[config.mk]
export PLATFORM = sky130hd
export DESIGN_NAME = rom_loader
export DESIGN_NICKNAME = d
export VERILOG_FILES = /design/src/rtl/rom_loader_pkg.sv /design/src/rtl/rom_loader_timer.sv /design/src/rtl/rom_loader.sv
export SDC_FILE = /design/constraint.sdc
export NUM_CORES = 1
export LEC_CHECK = 0
export ABC_AREA = 1
export BUFFER_PORTS_ARGS = -buffer_cell sky130_fd_sc_hd__buf_4
export CORE_ASPECT_RATIO = 0.75
export CORE_UTILIZATION = 52
export DETAILED_ROUTE_END_ITERATION = 7
export HOLD_SLACK_MARGIN = 0.15
export PLACE_DENSITY = 0.89
export SLEW_MARGIN = 20
export SYNTH_ARGS = -nofsm -noshare
export SYNTH_HDL_FRONTEND = slang
export SYNTH_SLANG_ARGS = --single-unit
[constraint.sdc]
create_clock -name clk -period 2.4 [get_ports clk]
set_clock_uncertainty 0.05 [all_clocks]
set_input_delay 0.72 -clock clk [delete_from_list [all_inputs] [get_ports clk]]
set_output_delay 0.72 -clock clk [all_outputs]
set_load 0.02 [all_outputs]
[src/rtl/rom_loader_pkg.sv]
// Shared types and constants for the program-ROM loader.
// Holds the loader FSM state encoding and the default frame/ROM limits.
// No logic; imported by rom_loader and its sub-modules.
package rom_loader_pkg;

  typedef enum logic [2:0] {
    ST_IDLE = 3'd0,
    ST_LEN  = 3'd1,
    ST_DATA = 3'd2,
    ST_CSUM = 3'd3,
    ST_DONE = 3'd4,
    ST_ERR  = 3'd5
  } loader_state_t;

  // Default frame start byte.
  localparam logic [7:0] SYNC_BYTE = 8'hA5;

  // Largest ROM the 8-bit length field can describe.
  localparam int MAX_DEPTH = 255;

endpackage

[src/rtl/rom_loader_timer.sv]
// Idle-cycle counter used to abort stalled frames.
// Ports: clk/rst (sync, active-high), clr (zero the count), en (count one cycle),
//        expired (count has reached TIMEOUT; held there until cleared).
module rom_loader_timer #(
  parameter int TIMEOUT = 1023
) (
  input  logic clk,
  input  logic rst,
  input  logic clr,
  input  logic en,
  output logic expired
);

  localparam int TW = $clog2(TIMEOUT + 1);

  logic [TW-1:0] count_q;

  assign expired = (count_q == TW'(TIMEOUT));

  // Saturates at TIMEOUT so a missed clear can never wrap back to a small count.
  always_ff @(posedge clk) begin
    if (rst) begin
      count_q <= '0;
    end else if (clr) begin
      count_q <= '0;
    end else if (en && !expired) begin
      count_q <= count_q + TW'(1);
    end
  end

endmodule

[src/rtl/rom_loader.sv]
// Converts a framed byte stream (sync, length, payload[, checksum]) into ROM write cycles.
// Latency: payload byte accepted in cycle t is written (wen_o) in cycle t+1.
// Backpressure: s_ready_o is registered; low only in the DONE/ERR cycle and the first cycle after reset.
// Ports: clk, rst (sync, active-high); s_valid_i/s_data_i/s_ready_o byte stream;
//        wen_o/w_addr_o/w_data_o ROM write port; busy_o, done_o (sticky ok), err_o (sticky abort).
// Build option: ROM_LOADER_CHECKSUM_EN adds the trailing checksum byte and its compare.
module rom_loader
  import rom_loader_pkg::*;
#(
  parameter int         AW      = 7,
  parameter int         DEPTH   = 128,   // must not exceed MAX_DEPTH
  parameter int         TIMEOUT = 1023,
  parameter logic [7:0] SYNC    = SYNC_BYTE
) (
  input  logic        clk,
  input  logic        rst,
  input  logic        s_valid_i,
  input  logic [7:0]  s_data_i,
  output logic        s_ready_o,
  output logic        wen_o,
  output logic [31:0] w_addr_o,
  output logic [31:0] w_data_o,
  output logic        busy_o,
  output logic        done_o,
  output logic        err_o
);

  loader_state_t state_q, state_d;

  logic          s_ready_q;
  logic          wen_q;
  logic [AW-1:0] w_addr_q;
  logic [7:0]    w_data_q;
  logic          done_q, err_q;
  logic [7:0]    len_q;
  logic [7:0]    cnt_q;      // payload bytes written so far in this frame
`ifdef ROM_LOADER_CHECKSUM_EN
  logic [7:0]    sum_q;
`endif

  logic accept, busy, tmo;
  logic sync_take, len_take, data_take, last_byte, len_bad;

  assign accept    = s_valid_i & s_ready_q;
  assign busy      = (state_q == ST_LEN) || (state_q == ST_DATA) || (state_q == ST_CSUM);
  assign len_bad   = (s_data_i == 8'd0) || (s_data_i > 8'(DEPTH));
  assign last_byte = ((cnt_q + 8'd1) == len_q);

  // A timeout wins over a byte arriving in the same cycle: the frame is dead.
  assign sync_take = accept && (state_q == ST_IDLE) && (s_data_i == SYNC);
  assign len_take  = accept && (state_q == ST_LEN) && !tmo;
  assign data_take = accept && (state_q == ST_DATA) && !tmo;

  rom_loader_timer #(.TIMEOUT(TIMEOUT)) u_timer (
    .clk     (clk),
    .rst     (rst),
    .clr     (accept || !busy || (state_d != state_q)),
    .en      (busy),
    .expired (tmo)
  );

  always_ff @(posedge clk) begin
    if (rst) state_q <= ST_IDLE;
    else     state_q <= state_d;
  end

  always_comb begin
    state_d = state_q;
    case (state_q)
      ST_IDLE: if (sync_take) state_d = ST_LEN;
      ST_LEN: begin
        if (tmo)           state_d = ST_ERR;
        else if (len_take) state_d = len_bad ? ST_ERR : ST_DATA;
      end
      ST_DATA: begin
        if (tmo) state_d = ST_ERR;
        else if (data_take && last_byte) begin
`ifdef ROM_LOADER_CHECKSUM_EN
          state_d = ST_CSUM;
`else
          state_d = ST_DONE;
`endif
        end
      end
`ifdef ROM_LOADER_CHECKSUM_EN
      ST_CSUM: begin
        if (tmo)         state_d = ST_ERR;
        else if (accept) state_d = (s_data_i == sum_q) ? ST_DONE : ST_ERR;
      end
`endif
      ST_DONE: state_d = ST_IDLE;
      ST_ERR:  state_d = ST_IDLE;
      default: state_d = ST_IDLE;
    endcase
  end

  always_ff @(posedge clk) begin
    if (rst) begin
      s_ready_q <= 1'b0;
      wen_q     <= 1'b0;
      w_addr_q  <= '0;
      w_data_q  <= '0;
      done_q    <= 1'b0;
      err_q     <= 1'b0;
      len_q     <= '0;
      cnt_q     <= '0;
`ifdef ROM_LOADER_CHECKSUM_EN
      sum_q     <= '0;
`endif
    end else begin
      // Ready tracks the state being entered so DONE/ERR see it low.
      s_ready_q <= (state_d != ST_DONE) && (state_d != ST_ERR);
      wen_q     <= data_take;
      if (data_take) begin
        w_addr_q <= cnt_q[AW-1:0];
        w_data_q <= s_data_i;
      end
      if (len_take) len_q <= s_data_i;
      if (sync_take) begin
        cnt_q  <= '0;
        done_q <= 1'b0;
        err_q  <= 1'b0;
`ifdef ROM_LOADER_CHECKSUM_EN
        sum_q  <= '0;
`endif
      end else if (data_take) begin
        cnt_q <= cnt_q + 8'd1;
`ifdef ROM_LOADER_CHECKSUM_EN
        sum_q <= sum_q + s_data_i;
`endif
      end
      if (state_d == ST_DONE) done_q <= 1'b1;
      if (state_d == ST_ERR)  err_q  <= 1'b1;
    end
  end

  assign s_ready_o = s_ready_q;
  assign wen_o     = wen_q;
  assign w_addr_o  = {{(32-AW){1'b0}}, w_addr_q};
  assign w_data_o  = {24'd0, w_data_q};
  assign busy_o    = busy;
  assign done_o    = done_q;
  assign err_o     = err_q;

endmodule

Word-level counts from Yosys, hierarchy flattened

Cells that the tools add are included.

Bits in registers: 48
Latch bits: 0
Bits in writable memories: 0
ROM bits: 0
Bits of input ports: 11
Output and inout port bits: 69
Word-level logic and storage cells: 57
Memories: 0

Add/sub/neg operators: 2
Multipliers: 0
Div/mod/pow operators: 0
$lt $le $gt $ge: 1
Eq/ne operators: 11
Shift-type cells: 0
Muxes and demuxes: 10
Bitwise gates (word level): 1
Reduce and logical (&&, ||, !) cells: 22

Operator list:

| operator                | count |
|---|---|
| $mux W3                 | 6 |
| $add A10 B1 Y10 const B | 1 |
| $eq A10 B10 Y1 const B  | 1 |
| $logic_and A1 B1 Y1     | 9 |
| $pmux W3 S3             | 1 |
| $add A8 B1 Y8 const B   | 1 |
| $eq A8 B8 Y1            | 1 |
| $eq A8 B8 Y1 const B    | 1 |
| $gt A8 B8 Y1 const B    | 1 |
| $logic_not A8 Y1        | 1 |
| $eq A3 B2 Y1 const B    | 2 |
| $eq A3 B3 Y1 const B    | 2 |
| $ne A3 B3 Y1 const B    | 2 |
| $logic_or A1 B1 Y1      | 5 |
| $reduce_bool A2 Y1      | 2 |
| $reduce_or A2 Y1        | 2 |
| $eq A3 B1 Y1 const B    | 1 |
| $logic_not A3 Y1        | 1 |
| $mux W1                 | 3 |
| $ne A3 B3 Y1            | 1 |
| $logic_not A1 Y1        | 2 |
| $and A1 B1 Y1           | 1 |

Logic depth before layout (Yosys ltp)

Gate-level depths: netlist (run 1).

Depth in word-level cells: 10
Mapped depth: 15
Mapped depth without buffers: 15

Modules after synthesis

A second synthesis (run 1) with hierarchy kept.

Cells, all modules: 395
Area total of the unflattened synthesis: 2768.9 µm²

By module, submodules not included:

| module           | instances | cells each | area each (µm²) | sequential area each (µm²) |
|---|---|---|---|---|
| rom_loader       | 1         | 311        | 2202.1          | 760.7 |
| rom_loader_timer | 1         | 84         | 566.8           | 200.2 |

Worst setup path after synthesis (run 1)

OpenSTA, ideal clock, no wires.

Path kind: input to register
From: in s_valid_i
To: reg s_ready_q (netlist: s_ready_o)
Library setup time: 126 ps
Arrival: 1754 ps
Required time: 2224 ps
Slack: 471 ps
Stages: 12
Path buffers: 1
Path through: nand2_1 -> inv_1 -> nand3_1 -> a21oi_1 -> nand3_1 -> nor2_1 -> nand3_2 -> nand2_1 -> nand2_1 -> nand2_1 -> buf_4 -> nor2_1

Word-level cells in the longest chain between the ends: 9
Elaborated cells on any way between the ends: 17
Classes of those cells: eq/ne (2); mux (6); bitwise (1); reduce/logical (8)

RTL lines:

| item                              | line              | source |
|---|---|---|
| from (decl)                       | rom_loader.sv:17  | `input logic s_valid_i,` |
| $and A1 B1 Y1 *                   | rom_loader.sv:44  | `assign accept = s_valid_i & s_ready_q;` |
| $logic_and A1 B1 Y1 (2 in series) | rom_loader.sv:52  | `assign data_take = accept && (state_q == ST_DATA) && !tmo;` |
| $logic_and A1 B1 Y1               | rom_loader.sv:77  | `else if (data_take && last_byte) begin` |
| $mux W3                           | rom_loader.sv:77  |  |
| $mux W3                           | rom_loader.sv:76  | `if (tmo) state_d = ST_ERR;` |
| $pmux W3 S3 *                     | rom_loader.sv:69  | `case (state_q)` |
| $ne A3 B3 Y1                      | rom_loader.sv:112 | `s_ready_q <= (state_d != ST_DONE) && (state_d != ST_ERR);` |
| $logic_and A1 B1 Y1 *             | rom_loader.sv:112 |  |
| to (signal assigned)              | rom_loader.sv:112 |  |
| to (decl)                         | rom_loader.sv:30  | `logic s_ready_q;` |

Every way passes the cells marked *; elsewhere a longest branch is shown, timed or not.
A chain may end at the register's enable or synchronous reset.

Final worst setup path (run 1)

From: reg cnt_q[0]
To: reg err_q (netlist: err_o)

Word-level cells in the longest chain between the ends: 8
Elaborated cells on any way between the ends: 9
Classes of those cells: add/sub (1); eq/ne (2); mux (4); reduce/logical (2)

RTL lines:

| item                                                 | line              | source |
|---|---|---|
| from (decl)                                          | rom_loader.sv:36  | `logic [7:0] cnt_q;` |
| from (signal assigned)                               | rom_loader.sv:127 | `cnt_q <= cnt_q + 8'd1;` |
| $add A8 B1 Y8 *                                      | rom_loader.sv:47  | `assign last_byte = ((cnt_q + 8'd1) == len_q);` |
| $eq A8 B8 Y1 *                                       | rom_loader.sv:47  |  |
| $logic_and A1 B1 Y1 *                                | rom_loader.sv:77  |  |
| $mux W3 *                                            | rom_loader.sv:77  |  |
| $mux W3 *                                            | rom_loader.sv:76  |  |
| $pmux W3 S3 *                                        | rom_loader.sv:69  |  |
| $eq A3 B3 Y1 *                                       | rom_loader.sv:133 | `if (state_d == ST_ERR) err_q <= 1'b1;` |
| $mux W1 / $reduce_bool A2 Y1 (equally long branches) | -                 |  |
| to (signal assigned)                                 | rom_loader.sv:104 | `err_q <= 1'b0;` |
| to (signal assigned)                                 | rom_loader.sv:122 | `err_q <= 1'b0;` |
| to (signal assigned)                                 | rom_loader.sv:133 |  |
| to (decl)                                            | rom_loader.sv:34  | `logic done_q, err_q;` |

Marked as above.

==> results of run 1 <==
==> Yosys cell counts (all sizes together) <==
master	n	area, sq um
dfxtp	48	961
a31oi	3	18.8
a21oi	28	151
clkbuf	8	31.3
inv	42	158
nand2	60	238
nand3b	3	35.0
nor2	40	166
nand3	27	153
nor3	14	75.1
o21ai	33	165
and2	1	6.26
nand4	5	31.3
buf	52	385
conb	1	3.75
o22ai	1	6.26
mux2i	1	10.0
o21a	1	7.51
clkinv	1	3.75
xor2	6	52.6
ha	2	25.0
==> kinds of logic (layout without fill, tap and decap cells) <==
| family | Yosys count | count (layout) |
|---|---|---|
| compound gates | 66 | 66 |
| xor+xnor | 6 | 6 |
| fa+ha+maj | 2 | 2 |
| buf+inv | 103 | 84 |
| flops | 48 | 48 |
| mux | 1 | 1 |
| other cells | 1 | 49 |
| simple gates | 150 | 150 |
==> critical path, delay by kind of cell, from the launching register on <==
kind / cells / cell delay [ns]
AND/OR/NAND/NOR: 10 / 1.12
flip-flops: 1 / 0.41
adder cells (fa/ha/maj): 1 / 0.26
AO/OA/AOI/OAI: 1 / 0.22
==> final cells by class <==
| type | count | area, sq um | area share (%) |
|---|---|---|---|
| Inverter | 43 | 161 | 5.59 |
| Tap cell | 60 | 75.1 | 2.60 |
| Timing Repair Buffer | 33 | 248 | 8.58 |
| Clock buffer | 6 | 72.6 | 2.51 |
| Clock inverter | 2 | 35.0 | 1.21 |
| Sequential cell | 48 | 961 | 33.3 |
| Multi-Input combinational cell | 274 | 1340 | 46.3 |
==> worst min path at each step <==
| stage | end | slack [ns] | cells past startpoint |
|---|---|---|---|
| global route | len_q[5] | 0.46 | 2 |
| detailed placement | done_o | 0.40 | 2 |
| finish | err_o | 0.42 | 2 |
| CTS | err_o | 0.43 | 2 |
| floorplan | len_q[0] | 0.39 | 2 |
| global placement | err_o | 0.39 | 2 |
==> placed cells by master (no fill, tap or decap), drive strengths merged, types with 2 or more instances in the layout <==
master | Yosys | final
nand4 | 5 | 5
inv | 42 | 42
nand2 | 60 | 60
a21oi | 28 | 28
o21ai | 33 | 33
conb | 1 | 49
xor2 | 6 | 6
nand3 | 27 | 27
nand3b | 3 | 3
clkbuf | 8 | 6
dfxtp | 48 | 48
a31oi | 3 | 3
nor3 | 14 | 14
buf | 52 | 33
ha | 2 | 2
nor2 | 40 | 40
clkinv | 1 | 2
==> through the flow <==
| step | worst slack [ns] | util, % |
|---|---|---|
| after floorplan | 0.471 | - |
| after global placement | 0.121 | 56.3 |
| after detailed placement | 0.0186 | 56.3 |
| after CTS | 0.121 | 58.5 |
| after global routing | 0.0488 | 58.6 |
| final | 0.266 | 58.6 |
==> routing by layer <==
layer  vias to the layer above  track usage, %  wire length [um]
met1                      1025            26.3              2460
met4                         0            8.69               104
met3                        13            4.01               277
met2                        81            34.8              2560
met5                         -               0                 0
li1                       1174               -                 -
==> power by group through the flow <==
stage / registers [W] / clock network (W) / logic [W]
6_report: 0.000797 / 0.000582 / 0.000114
5_1_grt: 0.000798 / 0.000631 / 0.000123
4_1_cts: 0.000797 / 0.000590 / 0.000112
3_5_place_dp: 0.000816 / 0 / 0.000112
3_3_place_gp: 0.000816 / 0 / 0.000112
2_1_floorplan: 0.000817 / 0 / 0.000147
==> state kept, by name, summed over array words and instances, names as in the netlist <==
signal / cells
len_q: 8
s_ready_o: 1
cnt_q: 8
wen_o: 1
err_o: 1
u_timer.count_q: 10
state_q: 3
w_addr_q: 7
done_o: 1
w_data_q: 8
==> repair_timing <==
action,4_1_cts,5_1_grt
gates resized for setup,1,2
hold endpoints to repair,0,0
pin swaps,0,0
setup endpoints to repair,1,12
==> impl_metrics.json, run 1 <==
{
  "yosysSeqAreaShare_pct": 35.8,
  "drc": 3,
  "avgSynthCellArea_sq_um": 7.12,
  "reg2reg_depth": 12,
  "grt.overflow.total": 0,
  "cp.required_ns": 2.60,
  "fmax_ghz": 0.469,
  "yosys.area_share.simple_pct": 26.2,
  "h-tree-depth": 2,
  "ir_worst_vdd_v": 0.000347,
  "reg2reg_slack_ns": 0.27,
  "final_cell_area_sq_um": 2890,
  "die_y_um": 64.2,
  "hold_viol_final": 0,
  "nFillCells": 453,
  "slew_headroom_pct": 62.4,
  "grt_usage_pct": 20.8,
  "coreArea_sq_um": 4930,
  "cp_slowest_stage_delay_ns": 0.41,
  "timing.hold.worst.start": "err_o",
  "worstSetupPathType": "register to register",
  "comb_power_share_pct": 7.6,
  "r2r-start": "cnt_q[0]",
  "r2r-end": "err_o",
  "synth.distinct_cells": 31,
  "synth_compound_area_share_pct": 13.0,
  "min_period_ns": 2.13,
  "firstDrtPassIters": 6,
  "cp_cell_sequence": "ha_1 > nand3_1 > o21ai_1 > and2_1 > nor2_1 > nor2_1 > nand3_2 > nand2_1 > nand2_1 > nand2_4 > nand2_1 > nand2_1",
  "synthMuxAreaShare_pct": 0.373,
  "postCtsSetupBuffers": 0,
  "cp_data_arrival_time_ns": 2.33,
  "routed_wirelength_um": 5400,
  "port_buffers": 30,
  "rows": 22,
  "path_max_fanout": 12,
  "maxCapViolations": 0,
  "whs_ns": 0.420,
  "status": "finished with violations",
  "vias": 2293,
  "startpoint": "cnt_q[0]",
  "drt.antenna.violating_nets": 0,
  "antenna_cells": 0,
  "endpoint_kind": "register",
  "p_leak_nw": 1.30,
  "path_common_cell": "nand2_1",
  "wire_per_inst_um": 11.6,
  "dp_hpwl_um": 4000,
  "hold_class": "register to register",
  "violations": "design-rule violations",
  "rsz0062_at_grt": "no",
  "synth_fa_ha_area_share_pct": 0.932,
  "numCtsBuffers": 5,
  "die_area_sq_um": 5460,
  "cp-endpoint": "err_o",
  "antenna_found_initial": 0,
  "fin_nets": 418,
  "pin_count": 80,
  "cts_tree": "done",
  "dp_cells": 458,
  "power.switching_w": 0.000368,
  "synth_top_family_by_area": "simple AND/OR/NAND/NOR gates",
  "syn_area_sq_um": 2680,
  "finalSetupViolCount": 0,
  "grt_max_degree": 38,
  "holdBufCountCts": 0,
  "final_layout_size_suffix_gt1_share_pct": 13.3,
  "clock_path_buffers": 2,
  "finalSetupTns_ns": 0,
  "path_clk_slew_ns": 0.08,
  "p_sw_share_pct": 24.7,
  "ys_seq_elements": 48,
  "p_per_area_nw_per_um2": 517,
  "clkPwrFrac_pct": 39.0,
  "gp_congestion": 0.913,
  "synthCells": 377,
  "start_util_pct": 54.5,
  "seqPwrFrac_pct": 53.4,
  "synth-xor-area-share_pct": 1.96,
  "placed_cell_area_sq_um": 2770,
  "worstMarginPinSlew_ns": 0.564,
  "internal_power_w": 0.00112,
  "chipWidth_um": 85.0,
  "start_kind": "register",
  "slowest_stage": "dfxtp_1",
  "root_buffer": "clkbuf_8",
  "layout.cells.non_filler": 466,
  "drv_slew": 0,
  "worstSkewPairLatency_ns": 0.31,
  "cts_sinks": 48,
  "grt_pass1_wl_um": 8900,
  "viasPerCell": 4.92,
  "yosys_warnings": 0,
  "drtIter0Drc": 206,
  "fin_crit_sh_pct": 88.9,
  "grt_pass1_vias": 1988,
  "power_w": 0.00149,
  "area_growth_pct": 7.65
}
No activity file was read; power rests on OpenSTA's default activity.
==> inputs of run 2 (changes only) <==
--- a/config.mk
+++ b/config.mk
@@ -8,10 +8,11 @@
 export ABC_AREA = 1
 export BUFFER_PORTS_ARGS = -buffer_cell sky130_fd_sc_hd__buf_4
 export CORE_ASPECT_RATIO = 0.75
-export CORE_UTILIZATION = 52
+export CORE_UTILIZATION = 47
+export CTS_CLUSTER_SIZE = 24
 export DETAILED_ROUTE_END_ITERATION = 7
 export HOLD_SLACK_MARGIN = 0.15
-export PLACE_DENSITY = 0.89
+export PLACE_DENSITY = 0.86
 export SLEW_MARGIN = 20
 export SYNTH_ARGS = -nofsm -noshare
 export SYNTH_HDL_FRONTEND = slang
==> constraint.sdc (replaced) <==
create_clock -name clk -period 1.75 [get_ports clk]
set_clock_uncertainty 0.05 [all_clocks]
set_input_delay 0.525 -clock clk [delete_from_list [all_inputs] [get_ports clk]]
set_output_delay 0.525 -clock clk [all_outputs]
set_load 0.02 [all_outputs]
==> impl_metrics.json, run 2 (synthesis results as in run 1) <==
{
  "status": "finished with violations",
  "violations": "negative setup slack",
  "grt_max_degree": 37,
  "cp.required_ns": 1.91,
  "final_layout_size_suffix_gt1_share_pct": 37.4,
  "coreArea_sq_um": 5410,
  "layout.cells.non_filler": 524,
  "grt.overflow.total": 0,
  "regMostFlops": "u_timer.count_q",
  "routed_wirelength_um": 8180,
  "die_area_sq_um": 6020,
  "viasPerCell": 5.38,
  "final_cell_mix": "buf_4 (70), conb_1 (49), dfxtp_1 (40)",
  "worstSetupPathType": "register to register",
  "start_kind": "register",
  "drc": 0,
  "largest_register_ffs": 10,
  "drv_slew": 0,
  "numCtsBuffers": 5,
  "worstSkewPairLatency_ns": 0.31,
  "rsz0062_at_grt": "yes",
  "fin_crit_sh_pct": 112,
  "drt.antenna.violating_nets": 0,
  "finalSetupViolCount": 21,
  "clock_path_buffers": 2,
  "worst_slack_ns": -0.213,
  "grt_usage_pct": 24.4,
  "fin_nets": 461,
  "start_util_pct": 49.6,
  "h-tree-depth": 2,
  "nFillCells": 378,
  "hold_viol_final": 0,
  "firstDrtPassIters": 5,
  "whs_ns": 0.431,
  "dp_hpwl_um": 4260,
  "min_period_ns": 1.96,
  "antenna_found_initial": 0,
  "holdBufCountCts": 0,
  "fmax_ghz": 0.509,
  "wire_per_inst_um": 15.6,
  "root_buffer": "clkbuf_8",
  "timing.hold.worst.start": "err_o",
  "path_clk_slew_ns": 0.09,
  "cp_data_arrival_time_ns": 2.13,
  "dp_cells": 504,
  "antenna_cells": 0,
  "path_max_fanout": 6,
  "p_per_area_nw_per_um2": 547,
  "chipWidth_um": 89.3,
  "port_buffers": 30,
  "hold_class": "register to register",
  "cts_tree": "done",
  "grt_pass1_vias": 2443,
  "r2r-start": "cnt_q[1]",
  "die_y_um": 67.4,
  "area_growth_pct": 33.4,
  "startpoint": "cnt_q[1]",
  "vias": 2819,
  "pin_count": 80,
  "drtIter0Drc": 250,
  "cts_sinks": 48,
  "final_common_cell": "buf_4",
  "endpoint_kind": "register",
  "grt_pass1_wl_um": 11000,
  "gp_congestion": 0.925,
  "rows": 23,
  "p_leak_nw": 1.58,
  "maxCapViolations": 0,
  "ir_worst_vdd_v": 0.000552
}
-- run 2: cell types whose count changed in the layout (fill, tap and decap cells not counted), sizes merged --
| cell | delta |
|---|---|
| buf | +41 |
| bufinv | -1 |
| clkinv | +1 |
| nand2 | +1 |
| nand3 | +1 |
-- run 2: where the power goes --
part / internal (W) / total [W] / switching, W
Combinational: 0.0000376 / 0.000179 / 0.000141
Clock: 0.000316 / 0.000689 / 0.000373
Sequential: 0.00109 / 0.00109 / 0.000000799
Total: 0.00144 / 0.00196 / 0.000515
-- run 2: worst paths after layout --
path / cells after the start / end / slack, ns
hold reg to reg: 2 / err_o / 0.43
setup / recovery: 14 / u_timer.count_q[2] / -0.21
hold / removal: 2 / err_o / 0.43
setup reg to reg: 14 / u_timer.count_q[2] / -0.21
-- run 2: through the flow --
step / util (%) / setup TNS (ns) / total power, W / instance area [sq um] / setup WS, ns
after floorplan: - / 0 / 0.00132 / 2880 / 0.00776
after global placement: 56.2 / -2.59 / 0.00129 / 3040 / -0.184
after detailed placement: 56.2 / -3.82 / 0.00129 / 3040 / -0.254
after CTS: 62.8 / -0.160 / 0.00194 / 3400 / -0.0200
after global routing: 66.2 / -4.92 / 0.00201 / 3580 / -0.296
final: 66.2 / -2.93 / 0.00196 / 3580 / -0.213
-- run 2: area by class of cell --
cell class / count / area [sq um] / area share [%]
Clock inverter: 2 / 10.0 / 0.280
Tap cell: 75 / 93.8 / 2.62
Inverter: 43 / 161 / 4.51
Multi-Input combinational cell: 276 / 1690 / 47.1
Sequential cell: 48 / 976 / 27.3
Clock buffer: 6 / 82.6 / 2.31
Timing Repair Buffer: 74 / 571 / 15.9
-- run 2: critical path, stage by stage, from the launching register on --
cell and delay, ns:
dfxtp_4 0.39, ha_4 0.20, nand3_4 0.12, buf_6 0.15, nand2_2 0.05, nand3_1 0.09
nand2_1 0.09, inv_2 0.05, nand2_4 0.07, nor2_4 0.04, nand3_2 0.09, nand2_2 0.07
nand2_4 0.13, nand2_8 0.09, nor3_1 0.17
-- run 2: routing by layer --
| metal | GRT usage (%) | vias to the layer above | part of all wire, % |
|---|---|---|---|
| met5 | 0 | - | 0 |
| met4 | 16.3 | 0 | 5.8 |
| met3 | 5.62 | 58 | 9.2 |
| met2 | 40.2 | 235 | 47 |
| met1 | 28.7 | 1263 | 38 |
| li1 | - | 1263 | - |
-- run 2: what timing repair did --
action,in CTS,in global routing
setup buffers,7,3
setup endpoints to repair,21,25
pin swaps,20,18
gates cloned,2,0
resized for setup,50,45
==> inputs of run 3 (changes only) <==
--- a/config.mk
+++ b/config.mk
@@ -11,8 +11,10 @@
 export CORE_UTILIZATION = 47
 export CTS_CLUSTER_SIZE = 24
 export DETAILED_ROUTE_END_ITERATION = 7
+export GPL_TIMING_DRIVEN = 0
 export HOLD_SLACK_MARGIN = 0.15
 export PLACE_DENSITY = 0.86
+export RECOVER_POWER = 100
 export SLEW_MARGIN = 20
 export SYNTH_ARGS = -nofsm -noshare
 export SYNTH_HDL_FRONTEND = slang
==> impl_metrics.json, run 3 (synthesis results as in run 1) <==
{
  "status": "finished with violations",
  "violations": "negative setup slack",
  "antenna_cells": 0,
  "chipWidth_um": 89.3,
  "finalSetupTns_ns": -3.11,
  "regMostFlops": "u_timer.count_q",
  "cts_tree": "done",
  "coreArea_sq_um": 5410,
  "slowest_stage": "dfxtp_2",
  "start_util_pct": 49.6,
  "worstSkewPairLatency_ns": 0.31,
  "hold_viol_final": 0,
  "dp_cells": 529,
  "dp_hpwl_um": 4630,
  "min_period_ns": 1.99,
  "critPathTopFamily": "simple AND/OR/NAND/NOR gates",
  "final_layout_size_suffix_gt1_share_pct": 32.0,
  "internal_power_w": 0.00151,
  "drv_slew": 0,
  "gp_congestion": 0.926,
  "p_sw_share_pct": 25.4,
  "wl_met3_um": 700,
  "hold_class": "register to register",
  "clock_path_buffers": 2,
  "port_buffers": 29,
  "cp_data_arrival_time_ns": 2.12,
  "ir_worst_vdd_v": 0.000508,
  "drc": 0,
  "slew_headroom_pct": 53.6,
  "finalSetupViolCount": 16,
  "maxCapViolations": 0,
  "cp_num_buf_inv": 2,
  "h-tree-depth": 2,
  "fmax_ghz": 0.501,
  "pre_cts_ws_ns": -0.380,
  "holdBufCountCts": 0,
  "comb_power_share_pct": 12.1,
  "largest_register_ffs": 10,
  "seqPwrFrac_pct": 53.9,
  "numCtsBuffers": 5,
  "final_cell_area_sq_um": 3660,
  "cp_slowest_stage_delay_ns": 0.35,
  "endpoint_kind": "register",
  "worstMarginPinSlew_ns": 0.690,
  "p_per_area_nw_per_um2": 552,
  "root_buffer": "clkbuf_8",
  "p_leak_nw": 1.67,
  "vias": 2776,
  "cp_cell_sequence": "buf_8 > nand2_4 > nor2_4 > nand2_2 > nand2_2 > nand2_1 > nand2_1 > nand2_1 > nor2_2 > nand3_2 > nand2_2 > nand2_4 > nand2_8 > buf_8 > nor2_1",
  "dr_wl_met2_um": 3480,
  "area_growth_pct": 36.5,
  "grt.overflow.total": 0,
  "path_clk_slew_ns": 0.08,
  "viasPerCell": 4.99,
  "top_layer": "met4",
  "cts_sinks": 48,
  "grt_pass1_wl_um": 11300,
  "rows": 23,
  "die_area_sq_um": 6020,
  "final_cell_mix": "buf_4 (77), conb_1 (49), nand2_1 (44)",
  "worst_slack_ns": -0.245,
  "drt.antenna.violating_nets": 0,
  "wl_met1_um": 3060,
  "clkPwrFrac_pct": 34.0,
  "rsz0062_at_grt": "yes",
  "fin_nets": 493,
  "fin_crit_sh_pct": 114,
  "grt_max_degree": 14,
  "start_kind": "register",
  "antenna_found_initial": 0,
  "layout.cells.non_filler": 556,
  "grt_usage_pct": 24.5,
  "pin_count": 80,
  "final_common_cell": "buf_4",
  "path_max_fanout": 7,
  "wire_per_inst_um": 13.3,
  "cp.required_ns": 1.88,
  "routed_wirelength_um": 7380,
  "worstSetupPathType": "register to register",
  "die_y_um": 67.4,
  "power.switching_w": 0.000512,
  "drtIter0Drc": 240,
  "firstDrtPassIters": 5,
  "placed_cell_area_sq_um": 3200,
  "grt_pass1_vias": 2422
}
## run 3: power by group through the flow
| stage | Sequential [W] | Clock (W) | Combinational (W) |
|---|---|---|---|
| floorplan | 0.00112 | 0 | 0.000201 |
| global placement | 0.00112 | 0 | 0.000237 |
| detailed placement | 0.00112 | 0 | 0.000237 |
| CTS | 0.00109 | 0.000693 | 0.000238 |
| global route | 0.00109 | 0.000739 | 0.000270 |
| finish | 0.00109 | 0.000687 | 0.000245 |
## run 3: what timing repair did
item,4_1_cts,5_1_grt
gates resized for setup,51,32
pin swaps,12,18
cloned,2,0
buffers inserted,15,3
setup endpoints to repair,46,38
## run 3: tightest hold or removal path, delay by kind of cell, from the launching register on
kind / cells / cell delay (ns)
flops: 1 / 0.33
simple gates: 2 / 0.10
## run 3: path summary, 6_finish.rpt
| path | slack, ns | cells after the start | start | endpoint |
|---|---|---|---|---|
| setup / recovery | -0.24 | 15 | cnt_q[2] | s_ready_o |
| hold / removal | 0.42 | 2 | err_o | err_o |
| setup reg to reg | -0.24 | 15 | cnt_q[2] | s_ready_o |
| hold reg to reg | 0.42 | 2 | err_o | err_o |
## run 3: layer usage
metal | track usage [%] | vias up
li1 | - | 1322
met2 | 40.7 | 167
met3 | 5.13 | 22
met1 | 31.8 | 1265
met4 | 7.74 | 0
met5 | 0 | -
## run 3: per-stage QoR
step / power (W) / hold slack (ns) / util (%)
6_report: 0.00202 / 0.420 / 67.7
5_1_grt: 0.00210 / 0.450 / 67.7
4_1_cts: 0.00202 / 0.418 / 67.0
3_5_place_dp: 0.00136 / 0.406 / 59.1
3_3_place_gp: 0.00136 / 0.393 / 59.1
2_1_floorplan: 0.00132 / 0.394 / -
## run 3: area by class of cell
class / instances / area (sq um)
inverters: 43 / 161
well taps: 75 / 93.8
clock buffers: 8 / 90.1
flip-flops and latches: 48 / 976
plain buffers: 59 / 444
repair buffers: 48 / 319
multi-input cells: 275 / 1580
fillers: 413 / 1750
